==> config.mk <==
export PLATFORM = sky130hd
export DESIGN_NAME = pwm
export DESIGN_NICKNAME = d
export VERILOG_FILES = /design/src/rtl/pwm.sv
export SDC_FILE = /design/constraint.sdc
export NUM_CORES = 1
export LEC_CHECK = 0
export ABC_AREA = 1
export CORE_MARGIN = 2
export CORE_UTILIZATION = 45
export DETAILED_ROUTE_END_ITERATION = 7
export PLACE_DENSITY = 0.67
export REMOVE_ABC_BUFFERS = 1
export SYNTH_ARGS = -nofsm -noshare
export SYNTH_HDL_FRONTEND = slang
export SYNTH_SLANG_ARGS = --single-unit
==> constraint.sdc <==
create_clock -name clk -period 1.6 [get_ports clk]
set_input_delay 0.16 -clock clk [delete_from_list [all_inputs] [get_ports clk]]
set_output_delay 0.16 -clock clk [all_outputs]
set_load 0.02 [all_outputs]
==> src/rtl/pwm.sv <==
// Fixed-frequency PWM with a 2^WIDTH-clock period. The duty word is shadowed
// at the period boundary so the output never changes shape mid-period.
module pwm #(
  parameter int WIDTH = 8
) (
  input  logic             clk,
  input  logic             rst,
  input  logic [WIDTH-1:0] pin,
  output logic             pout,
  output logic             pstart
);

  localparam logic [WIDTH-1:0] MAX = '1;

  logic [WIDTH-1:0] cnt;
  logic [WIDTH-1:0] duty_q;
  logic             wrap;

  assign wrap = (cnt == MAX);

  // cnt resets to MAX so the first post-reset edge loads the duty word and
  // the first real period starts one clock later.
  always_ff @(posedge clk) begin
    if (rst) begin
      cnt    <= MAX;
      duty_q <= '0;
      pout   <= 1'b0;
      pstart <= 1'b0;
    end else begin
      cnt    <= cnt + 1'b1;
      if (wrap) duty_q <= pin;
      pout   <= (cnt < duty_q);
      pstart <= (cnt == '0);
    end
  end

endmodule

==> reports/metrics.cfg <==
[routing]
totalWireLength_um=1830
drtPass1Iterations=4
drc=0
antenna_left=0
vias_per_cell=4.76
wl_per_cell_um=10.5
vias=829
drt_iter0_drc=8

[grt]
grt_use_total_pct=17.4
grt_pass1_wl_um=3380
grt_max_degree=19
overflow=0
antenna_found_initial=0
grt_pass1_vias=806

[clocking]
cts_setup_buffers=0
clock_sinks=18
cts_tree=yes
hold_buffers=0
cts_resized=0
cts_max_level=1
clk_pin_slew_worst_paths_ps=110
clockRootBuffer=clkbuf_4
cts_buffers=3
clockBufferDepth=2
clk-insertion-delay-late_ps=300

[logic_synthesis]
synth-xor-area-share_pct=0
ys_ff_latch=18
syn-instance-count=133
synth-warning-count=0
yosys.area.top_type_share_pct=36.4
synth_area_leaders=dfxtp_1 36%, ha_1 11%, inv_1 9.5%
synth_top_cell_by_area=dfxtp_1
synth_top_family_by_area=simple AND/OR/NAND/NOR gates
synthSimpleGateAreaFrac_pct=28.7
synth_mux_area_share_pct=0
synth_seq_area_share_pct=36.4
synth_area_per_cell_um2=7.44
synth_compound_area_share_pct=9.36
yosysUniqueCellTypes=22
synthAdderAreaFrac_pct=11.4
netlist_area_um2=990

[timing]
fin_hold_ws_ps=453
relSlewSlack_pct=76.8
rsz0062_at_grt=no
hold_viol_final=0
fmax_mhz=725
worst_slew_pin_slew_ps=347
setup_viol=0
worst_slack_ps=220
fin_setup_tns_ps=0
finClkSkew_ps=3.67
maxSlewViolCount=0
fin_crit_ps=1380
layout_worst_path_cycle_share_pct=86.2

[hold_path]
hold_start=cnt[0]$_SDFF_PP1_
holdPathEnd=cnt[0]$_SDFF_PP1_
holdPathStages=1
hold_class=flop to flop

[job]
cap_violations=0

[setup_path]
critPathSlowestCell=clkdlybuf4s50_1
critPathTopFamily=buffers and inverters
reg2reg_from=cnt[1]$_SDFF_PP1_
end_kind=output port
crit_arrival_ps=1220
worst_ep_required_time_ps=1440
crit_type=flop to output port
cp_num_buf_inv=1
worst-path-max-fanout=1
r2r-end=duty_q[4]$_SDFFE_PP0N_
crit_chain=clkdlybuf4s50_1
startpoint_type=flop
worstRegToRegCells=6
rrSetupSlack_ps=230
max_stage_delay_ps=600

[floorplanning]
die_area_um2=2590
die_h_um=50.9
die_x_um=50.9
ios=12
rows=16
initial_core_util_pct=48.9
core-area_um2=2020

[final_layout]
drive_gt1_share_pct=8.84
multi_input_area_um2=489
nFillCells=208
final_nets=167
regArea_um2=360
final_core_util_pct=56.7
area_growth_pct=15.9
antenna_cells=0

[placed_design]
dpl_worst_slack_ps=237
gp_congestion=0.836
io_buffers=11
hpwl_um=1420

[pwr]
p_leak_uw=0.000559
powerDensity_nw_per_um2=1130
max-vdd-ir-drop_v=0.000551
power_uw=1300

[outcome]
status=completed

==> state kept, by name, indices dropped and copies added, names as in the netlist <==
register,count
pout,1
cnt,8
pstart,1
duty_q,8
==> area by class of cell <==
type,instances,area share (%)
Multi-Input combinational cell,85,42.6
Inverter,27,8.94
Sequential cell,18,31.4
Timing Repair Buffer,13,10.9
Clock buffer,4,3.16
Tap cell,27,2.94
==> power by group <==
group / total (uW) / switching (uW) / leakage [uW] / internal (uW)
Combinational: 437 / 258 / 0.000389 / 178
Clock: 287 / 148 / 0.0000210 / 139
Sequential: 577 / 58.9 / 0.000148 / 518
==> cells in the mapped netlist, drive strengths merged <==
library cell / number
buf: 3
clkinv: 1
ha: 9
a21oi: 12
inv: 26
o21ai: 5
nor2: 13
nand3: 15
nand3b: 1
or2: 1
nand2: 25
nand4: 2
dfxtp: 18
nor4: 1
o21bai: 1
==> layer usage <==
| metal | share of wire [%] | global-route usage, % |
|---|---|---|
| met5 | 0 | 0 |
| met4 | 2.0 | 8.56 |
| met3 | 2.8 | 3.51 |
| met2 | 48 | 29.2 |
| met1 | 47 | 21.3 |
==> how the worst max path moves through the flow <==
stage	start	endpoint	slack [ps]	depth (start not counted)
2_1_floorplan	cnt[1]$_SDFF_PP1_	duty_q[0]$_SDFFE_PP0N_	430	6
3_3_place_gp	cnt[1]$_SDFF_PP1_	duty_q[5]$_SDFFE_PP0N_	310	6
5_1_grt	cnt[1]$_SDFF_PP1_	duty_q[4]$_SDFFE_PP0N_	100	6
3_5_place_dp	cnt[1]$_SDFF_PP1_	duty_q[5]$_SDFFE_PP0N_	240	6
6_report	pout$_SDFF_PP0_	pout	220	1
4_1_cts	pout$_SDFF_PP0_	pout	210	1
==> placed cells by master, fill, tap and decap left out, drive strengths merged <==
master / count
a21oi: 12
clkbuf: 4
or2: 1
buf: 2
clkinv: 1
nand4: 2
nor2: 13
clkdlybuf4s50: 11
inv: 26
ha: 9
nor4: 1
o21ai: 5
nand3: 15
nand2: 25
o21bai: 1
dfxtp: 18
nand3b: 1
==> through the flow <==
stage	std cells	instance area, um^2
6_report	174	1150
5_1_grt	174	1150
4_1_cts	174	1150
3_5_place_dp	170	1110
3_3_place_gp	170	1110
2_1_floorplan	130	952
==> cells by family (layout without fill, tap and decap cells) <==
group / Yosys count / after routing
buffers and inverters: 30 / 44
adder cells (fa/ha/maj): 9 / 9
AND/OR/NAND/NOR: 58 / 58
AO/OA/AOI/OAI: 18 / 18
flip-flops: 18 / 18
==> worst reg2reg max path: cells and delay by family, from the launching register on <==
| family | cells | cell delay [ps] |
|---|---|---|
| flops | 1 | 400 |
| fa+ha+maj | 1 | 190 |
| simple gates | 5 | 690 |
No activity file was read; power rests on OpenSTA's default activity.
